**config.mk**
```make
export PLATFORM = sky130hd
export DESIGN_NAME = byte_ram_responder_flat
export DESIGN_NICKNAME = d
export VERILOG_FILES = /design/src/rtl/byte_ram_responder_if.sv /design/src/rtl/byte_ram_responder.sv /design/src/flat_wrapper.sv
export SDC_FILE = /design/constraint.sdc
export NUM_CORES = 2
export LEC_CHECK = 0
export BUFFER_PORTS_ARGS = -buffer_cell sky130_fd_sc_hd__buf_2
export CORE_UTILIZATION = 59
export CTS_BUF_LIST = sky130_fd_sc_hd__clkbuf_8
export DETAILED_ROUTE_END_ITERATION = 10
export HOLD_SLACK_MARGIN = 0.05
export PLACE_DENSITY = 0.78
export SYNTH_ARGS = -nofsm -noshare
export SYNTH_HDL_FRONTEND = slang
export SYNTH_SLANG_ARGS = --single-unit
```
**constraint.sdc**
```tcl
create_clock -name clk -period 4.57 [get_ports clk]
set_input_delay 0.914 -clock clk [delete_from_list [all_inputs] [get_ports clk]]
set_output_delay 0.914 -clock clk [all_outputs]
set_load 0.005 [all_outputs]
```
**src/rtl/byte_ram_responder_if.sv**
```systemverilog
// Byte-wide fetch bus between fetch initiators (master) and the byte RAM responder (slave).
// Handshake: request is a one-cycle strobe with write/address/writeData valid in that cycle; there
// is no ready, every strobe is accepted (started, queued or dropped with overflow), ramBusy marks an
// access in flight and done pulses for one cycle with ramData valid from that cycle on.
interface byte_ram_responder_if #(
    parameter int ADDRESS_WIDTH = 32
);
    logic                     request;
    logic                     write;
    logic [ADDRESS_WIDTH-1:0] address;
    logic [7:0]               writeData;
    logic [7:0]               ramData;
    logic                     ramBusy;
    logic                     done;
    logic                     overflow;
    logic                     addrError;

    modport master (
        output request, write, address, writeData,
        input  ramData, ramBusy, done, overflow, addrError
    );

    modport slave (
        input  request, write, address, writeData,
        output ramData, ramBusy, done, overflow, addrError
    );
endinterface

```
**src/rtl/byte_ram_responder.sv**
```systemverilog
// Byte RAM responder: fixed-latency single-byte reads/writes with a one-entry pending slot.
// Optional BYTE_RAM_BOUNDS_CHECK_EN flags out-of-range addresses instead of wrapping them.
module byte_ram_responder #(
    parameter int ADDRESS_WIDTH = 32,
    parameter int DEPTH_LOG2    = 8,
    parameter int LATENCY       = 2
) (
    input  logic                 clk,
    input  logic                 reset,
    byte_ram_responder_if.slave  bus,
    output logic [1:0]           state_o
);
    typedef enum logic [1:0] {
        IDLE = 2'd0,
        WAIT = 2'd1,
        DONE = 2'd2
    } state_t;

    typedef struct packed {
        logic                  wr;
`ifdef BYTE_RAM_BOUNDS_CHECK_EN
        logic                  oor;
`endif
        logic [DEPTH_LOG2-1:0] idx;
        logic [7:0]            wdata;
    } cmd_t;

    localparam logic [3:0] CNT_LOAD = 4'(LATENCY - 1);

    state_t     state_q;
    logic [3:0] cnt_q;
    cmd_t       act_q;
    cmd_t       slot_q;
    logic       slot_vld_q;
    logic [7:0] rdata_q;
    logic       busy_q;
    logic       done_q;
    logic       ovf_q;
    logic       aerr_q;
    cmd_t       req_cmd;
    logic       access;
    logic       mem_we;

    logic [7:0] mem [2**DEPTH_LOG2];

    always_comb begin
        req_cmd       = '0;
        req_cmd.wr    = bus.write;
        req_cmd.idx   = bus.address[DEPTH_LOG2-1:0];
        req_cmd.wdata = bus.writeData;
`ifdef BYTE_RAM_BOUNDS_CHECK_EN
        req_cmd.oor   = |bus.address[ADDRESS_WIDTH-1:DEPTH_LOG2];
`endif
    end

    // The completion edge is the only edge that touches memory or ramData.
    assign access = (state_q == WAIT) && (cnt_q == 4'd0);
`ifdef BYTE_RAM_BOUNDS_CHECK_EN
    assign mem_we = access && act_q.wr && !act_q.oor && !reset;
`else
    assign mem_we = access && act_q.wr && !reset;
`endif

    always_ff @(posedge clk) begin
        if (mem_we) begin
            mem[act_q.idx] <= act_q.wdata;
        end
    end

    always_ff @(posedge clk) begin
        if (reset) begin
            state_q    <= IDLE;
            cnt_q      <= '0;
            act_q      <= '0;
            slot_q     <= '0;
            slot_vld_q <= 1'b0;
            rdata_q    <= 8'h00;
            busy_q     <= 1'b0;
            done_q     <= 1'b0;
            ovf_q      <= 1'b0;
            aerr_q     <= 1'b0;
        end else begin
            done_q <= 1'b0;
            case (state_q)
                IDLE: begin
                    if (bus.request) begin
                        act_q   <= req_cmd;
                        cnt_q   <= CNT_LOAD;
                        busy_q  <= 1'b1;
                        state_q <= WAIT;
                    end
                end
                WAIT: begin
                    if (bus.request) begin
                        if (slot_vld_q) begin
                            ovf_q <= 1'b1;
                        end else begin
                            slot_q     <= req_cmd;
                            slot_vld_q <= 1'b1;
                        end
                    end
                    if (access) begin
                        rdata_q <= act_q.wr ? act_q.wdata : mem[act_q.idx];
`ifdef BYTE_RAM_BOUNDS_CHECK_EN
                        if (act_q.oor) begin
                            rdata_q <= 8'hFF;
                            aerr_q  <= 1'b1;
                        end
`endif
                        busy_q  <= 1'b0;
                        done_q  <= 1'b1;
                        state_q <= DONE;
                    end else begin
                        cnt_q <= cnt_q - 4'd1;
                    end
                end
                DONE: begin
                    // Queued command goes first; a fresh request then takes over the slot.
                    if (slot_vld_q) begin
                        act_q   <= slot_q;
                        cnt_q   <= CNT_LOAD;
                        busy_q  <= 1'b1;
                        state_q <= WAIT;
                        if (bus.request) begin
                            slot_q <= req_cmd;
                        end else begin
                            slot_vld_q <= 1'b0;
                        end
                    end else if (bus.request) begin
                        act_q   <= req_cmd;
                        cnt_q   <= CNT_LOAD;
                        busy_q  <= 1'b1;
                        state_q <= WAIT;
                    end else begin
                        state_q <= IDLE;
                    end
                end
                default: state_q <= IDLE;
            endcase
        end
    end

    assign bus.ramData  = rdata_q;
    assign bus.ramBusy  = busy_q;
    assign bus.done     = done_q;
    assign bus.overflow = ovf_q;
`ifdef BYTE_RAM_BOUNDS_CHECK_EN
    assign bus.addrError = aerr_q;
`else
    assign bus.addrError = 1'b0;
`endif
    assign state_o = state_q;
endmodule
```
**src/flat_wrapper.sv**
```systemverilog
// flat-port wrapper written by rule: the top's interface ports become plain ports
module byte_ram_responder_flat 
#(
    parameter int ADDRESS_WIDTH = 32,
    parameter int DEPTH_LOG2    = 8,
    parameter int LATENCY       = 2
)
  (clk, reset, state_o, bus_request, bus_write, bus_address, bus_writeData, bus_ramData, bus_ramBusy, bus_done, bus_overflow, bus_addrError);
  byte_ram_responder_if #(.ADDRESS_WIDTH(ADDRESS_WIDTH)) bus_i ();
  input  logic clk;
  input  logic reset;
  output logic [1:0] state_o;
  input wire logic [$bits(bus_i.request)-1:0] bus_request;
  input wire logic [$bits(bus_i.write)-1:0] bus_write;
  input wire logic [$bits(bus_i.address)-1:0] bus_address;
  input wire logic [$bits(bus_i.writeData)-1:0] bus_writeData;
  output wire logic [$bits(bus_i.ramData)-1:0] bus_ramData;
  output wire logic [$bits(bus_i.ramBusy)-1:0] bus_ramBusy;
  output wire logic [$bits(bus_i.done)-1:0] bus_done;
  output wire logic [$bits(bus_i.overflow)-1:0] bus_overflow;
  output wire logic [$bits(bus_i.addrError)-1:0] bus_addrError;
  assign bus_i.request = bus_request;
  assign bus_i.write = bus_write;
  assign bus_i.address = bus_address;
  assign bus_i.writeData = bus_writeData;
  assign bus_ramData = bus_i.ramData;
  assign bus_ramBusy = bus_i.ramBusy;
  assign bus_done = bus_i.done;
  assign bus_overflow = bus_i.overflow;
  assign bus_addrError = bus_i.addrError;
  byte_ram_responder #(.ADDRESS_WIDTH(ADDRESS_WIDTH), .DEPTH_LOG2(DEPTH_LOG2), .LATENCY(LATENCY)) u_core (.clk(clk), .reset(reset), .bus(bus_i), .state_o(state_o));
endmodule
```
Word-level counts from Yosys, hierarchy flattened:

Memory sizes are Yosys's and may differ from the RTL's. A register that Yosys moved wholly into a read port is not among the register bits.
Index checks and enable logic that the tools add are counted.

* $add $sub $neg: 1
* multiply operators: 0
* order comparisons: 0
* reduce and logical (&&, ||, !) cells: 17
* shift operators: 0
* eq/ne operators: 9
* bitwise logic cells: 1
* muxes and demuxes: 28
* div/mod/pow operators: 0

Operators with widths (count)
* 2-to-1 mux 17 bit: 6
* case mux 17 bit (2 select lines): 2
* 2-to-1 mux 4 bit: 3
* case mux 4 bit (3 select lines): 1
* 2-to-1 mux 1 bit: 10
* inequality test 2 bit (second input constant): 5
* AND reduction 2 bit: 5
* 2-to-1 mux 2 bit: 3
* case mux 2 bit (3 select lines): 1
* AND reduction 5 bit: 1
* zero test 4 bit: 1
* inequality test 2 x 1 -> 1 bit (second input constant): 2
* nonzero test 2 bit: 2
* subtractor 4 x 1 -> 4 bit (second input constant): 1
* logical AND 1 bit: 3
* case mux 1 bit (3 select lines): 1
* AND reduction 3 bit: 1
* nonzero test 3 bit: 1
* equality test 2 x 1 -> 1 bit (second input constant): 1
* equality test 2 bit (second input constant): 1
* zero test 2 bit: 1
* case mux 1 bit (2 select lines): 1
* OR reduction 2 bit: 1
* zero test 1 bit: 1
* NOT 1 bit: 1

* output and inout bits: 14
* memory bits (read-only): 0
* memory bits (writable): 2048
* bits in registers: 44
* bits in latches: 0
* bits of input ports: 44
* word-level logic and storage cells: 69
* memories kept: 1

Memory list
* u_core.mem: depth 256, bits a word 8, rd ports 1, clocked after Yosys merged registers in 1, write ports 1, RTL line byte_ram_responder.sv:44 `logic [7:0] mem [2**DEPTH_LOG2];`

Longest topological paths before layout:

* depth after elaboration: 6
* gate-level depth with buffers: 12
* depth with buffers taken out: 9

Least setup slack after synthesis:

No wires, ideal clock.

* path kind: flip-flop to flip-flop
* start: reg u_core.act_q[6] in the netlist's numbering
* end: mem u_core.mem[0][6], data pin
* required time: 3.711 ns
* setup slack: 0.298 ns
* data arrival time: 3.413 ns
* path buffers: 0
* clock period less this slack: 4.272 ns
* library setup time: 0.859 ns
* stages on the path, launching flop included: 1
* cell sequence: dfxtp_1

RTL lines
* from (decl): RTL line byte_ram_responder.sv:32 `cmd_t act_q;`
* from (signal assigned): RTL line byte_ram_responder.sv:87 `act_q <= req_cmd;`
* from (signal assigned): RTL line byte_ram_responder.sv:120 `act_q <= slot_q;`
* from (signal assigned): RTL line byte_ram_responder.sv:130 `act_q <= req_cmd;`
* to (decl): RTL line byte_ram_responder.sv:44

No word-level cell before the write port.

Final worst setup path:

* start: reg u_core.state_q[1], in the netlist u_core.state_o[1]
* end: mem u_core.mem[157][2] (enable)

* word-level cells in the longest chain between the ends: 6

Ends and longest elaborated chain
* from (decl): RTL line byte_ram_responder.sv:30 `state_t state_q;`
* from (signal assigned): RTL line byte_ram_responder.sv:72 `state_q <= IDLE;`
* from (signal assigned): RTL line byte_ram_responder.sv:90 `state_q <= WAIT;`
* from (signal assigned): RTL line byte_ram_responder.sv:112 `state_q <= DONE;`
* equality test 2 x 1 -> 1 bit: RTL line byte_ram_responder.sv:57 `assign access = (state_q == WAIT) && (cnt_q == 4'd0);`
* logical AND 1 bit: RTL line byte_ram_responder.sv:57
* logical AND 1 bit (2 in a row): RTL line byte_ram_responder.sv:61 `assign mem_we = access && act_q.wr && !reset;`
* 2-to-1 mux 1 bit: RTL line byte_ram_responder.sv:65 `if (mem_we) begin`
* 2-to-1 mux 1 bit (implied by the code): RTL line byte_ram_responder.sv:66 `mem[act_q.idx] <= act_q.wdata;`

No other way between the ends.

==> impl_metrics.ini <==
[outcome]
outcome = complete, no violations

[sta]
tns_ps = 0
post-route-period-util = 0.872
worstMarginPinSlew_ps = 1310
clock.fmax_mhz = 251
timing.hold.ws_ps = 191
finalHoldViolations = 0
slew_headroom = 0.128
period_needed_ps = 3980
final.setup_skew_ps = 41.7
setup_viol = 0
drv_slew = 0
grt_setup_unrepaired = false
layout_setup_ws_ps = 586

[worst_hold_path]
hold_path.class = in2reg
hold-path-cell-count = 3
hp-start = bus_address[6]
min_to = u_core.slot_q[14]

[clock_tree]
cts-hold-fix-buffers = 0
clkSlewWorstSetupHoldPaths_ps = 60
cts_tree = built
numClockSinks = 2100
cts_root_buffer = clkbuf_8
cts_resized = 0
cts_setup_buffers = 0
clock_latency_ps = 1020
numCtsBuffers = 326
htreeDepth = 5
clock_path_buffers = 4

[run]
cap_violations = 0

[power_and_ir_drop]
power.density_nw_per_um2 = 493
power_mw = 44.3
ir_drop_mv = 0.340
leakage_nw = 28.2

[final_layout]
fin_cells = 6156
drive_gt1_frac = 0.273
final_area_um2 = 89800
utilization = 0.662
nets = 4193
area_growth_pct = 11.2
fillers = 8205
final_common_cell = edfxtp_1
most-common-layout-cells = edfxtp_1, mux4_2, clkbuf_8, nor2_1, a22oi_1

[synth]
synth-edff-count = 2048
synth_flop_cell = edfxtp_1
avgSynthCellArea_um2 = 21.2
seq_area_frac_synth = 0.775
yosysUniqueCellTypes = 46
yosys_register_bits = 2100
syn-cell-area_um2 = 80700
yosys_warnings = 0
async_flop_share = 0
syn_inst = 3813
syn_nets = 3862

[route]
viasPerCell = 6.61
totalWireLength_um = 187000
ant_nets = 0
wire_per_inst_um = 30.4
dr_total_vias = 40700
drc = 0
drt-initial-drc-count = 5879
drtPass1Iterations = 7

[placed_design]
hpwl_um = 114000
place_ws_ps = 649
place_area_um2 = 84100
dp_cells = 5597
gp_congestion = 0.901
port_buffers = 32

[worst_setup_path]
crit_chain = inv_1 -> ha_1 -> nand2_1 -> nor3_1 -> nand2_1 -> nor2_1 -> nand2_2 -> buf_4 -> nor2_1
crit_path_top_delay_cell = nor3_1
reg2reg_from = u_core.state_o[1]
crit_fanout = 13
reg2reg_depth = 9
r2r_slack_ps = 590
cpPeakStageDelay_ps = 660
cp_data_required_time_ps = 5180
critical_path_class = reg2reg
rr_endpoint = u_core.mem[157][2]
worst_ep_arrival_time_ps = 4590
worstSetupStartpointType = flip-flop
end_kind = flip-flop

[floorplan]
die_x_um = 372
num_rows = 135
core-area_um2 = 136000
ios = 58
start_util = 0.595
dieArea_um2 = 138000
die_h_um = 372

[global_route]
grt_pass1_wl_um = 272000
overflow = 0
antenna_found_initial = 6
grt_usage = 0.275
grt_max_degree = 169
grt_pass1_vias = 41000
-- report_power, final --
group | internal, mW | leakage [nW] | switching [mW] | total (mW)
registers | 22.6 | 19.2 | 0.767 | 23.4
logic | 2.55 | 5.70 | 4.34 | 6.88
clock network | 7.15 | 3.31 | 6.86 | 14.0
total | 32.3 | 28.2 | 12.0 | 44.3
-- worst max-delay path, delay by kind of cell, from the launching register on --
family,cells,cell delay [ps]
adder cells (fa/ha/maj),1,380
AND/OR/NAND/NOR,6,2360
buffers and inverters,2,490
flip-flops,1,360
-- how the worst max path moves through the flow --
stage | start | end | slack (ps)
final | u_core.state_o[1] | u_core.mem[157][2] | 590
after global placement | reset | u_core.mem[157][1] | 720
after global routing | u_core.cnt_q[0] | u_core.mem[157][2] | 350
after detailed placement | reset | u_core.mem[141][5] | 650
after floorplan | u_core.act_q[6] | u_core.mem[0][6] | 300
after CTS | u_core.state_o[1] | u_core.mem[141][4] | 720
-- per-layer routing --
metal | track usage | part of all wire
met1 | 0.383 | 0.37
met3 | 0.0676 | 0.12
met5 | 0 | 0.00025
met4 | 0.109 | 0.039
met2 | 0.424 | 0.47
-- flip-flops by register name, summed over array words and instances (netlist names), 2 cells and up --
signal              flops
u_core.mem           2048
u_core.slot_q          17
u_core.cnt_q            4
u_core.bus.ramData      8
u_core.act_q           17
u_core.state_o          2
-- cells in the mapped netlist, types with 2 or more instances --
cell      number  area, um2
edfxtp_1    2048      61500
mux4_2       536      12100
nor2_1       336       1260
a22oi_1      193       1450
clkbuf_1     145        544
a21oi_1      118        591
nand2_1       63        236
buf_2         56        280
dfxtp_1       52       1040
buf_1         29        109
mux2i_1       20        200
a31oi_1       19        119
inv_1         19       71.3
nor2b_1       18        113
o211ai_1      14        105
o21ai_0       14       70.1
nor3_1        13       65.1
o22ai_1       13       81.3
o41ai_1       13        114
a211oi_1      12       90.1
nor4_1        12       75.1
nand3_1        9       45.0
buf_4          7       52.6
buf_6          7       78.8
nand2b_1       7       43.8
ha_1           5       62.6
a311oi_1       4       35.0
nand4_1        4       25.0
mux2_2         3       33.8
or3_1          3       18.8
a211o_1        2       17.5
a21o_1         2       15.0
nand4b_1       2       17.5
nor3b_1        2       15.0
o221ai_1       2       17.5
-- logic make-up after synthesis --
family,after synthesis,share of synthesized area
AO/OA/AOI/OAI,410,0.0339
adder cells (fa/ha/maj),5,0.000775
buffers and inverters,264,0.0141
flip-flops,2100,0.775
multiplexers,559,0.152
other,1,0.0000464
AND/OR/NAND/NOR,474,0.0242
-- layout make-up --
type	count	area, um2	area share
timing repair buffer	247	2110	0.0235
antenna	2	5.00	0.0000557
clock inverter	219	1040	0.0116
sequential	2100	62600	0.697
multi-input combinational	1449	17100	0.191
clock buffer	338	4650	0.0518
tap	1781	2230	0.0248
inverter	20	76.3	0.000850
(Power assumes the default switching activity.)
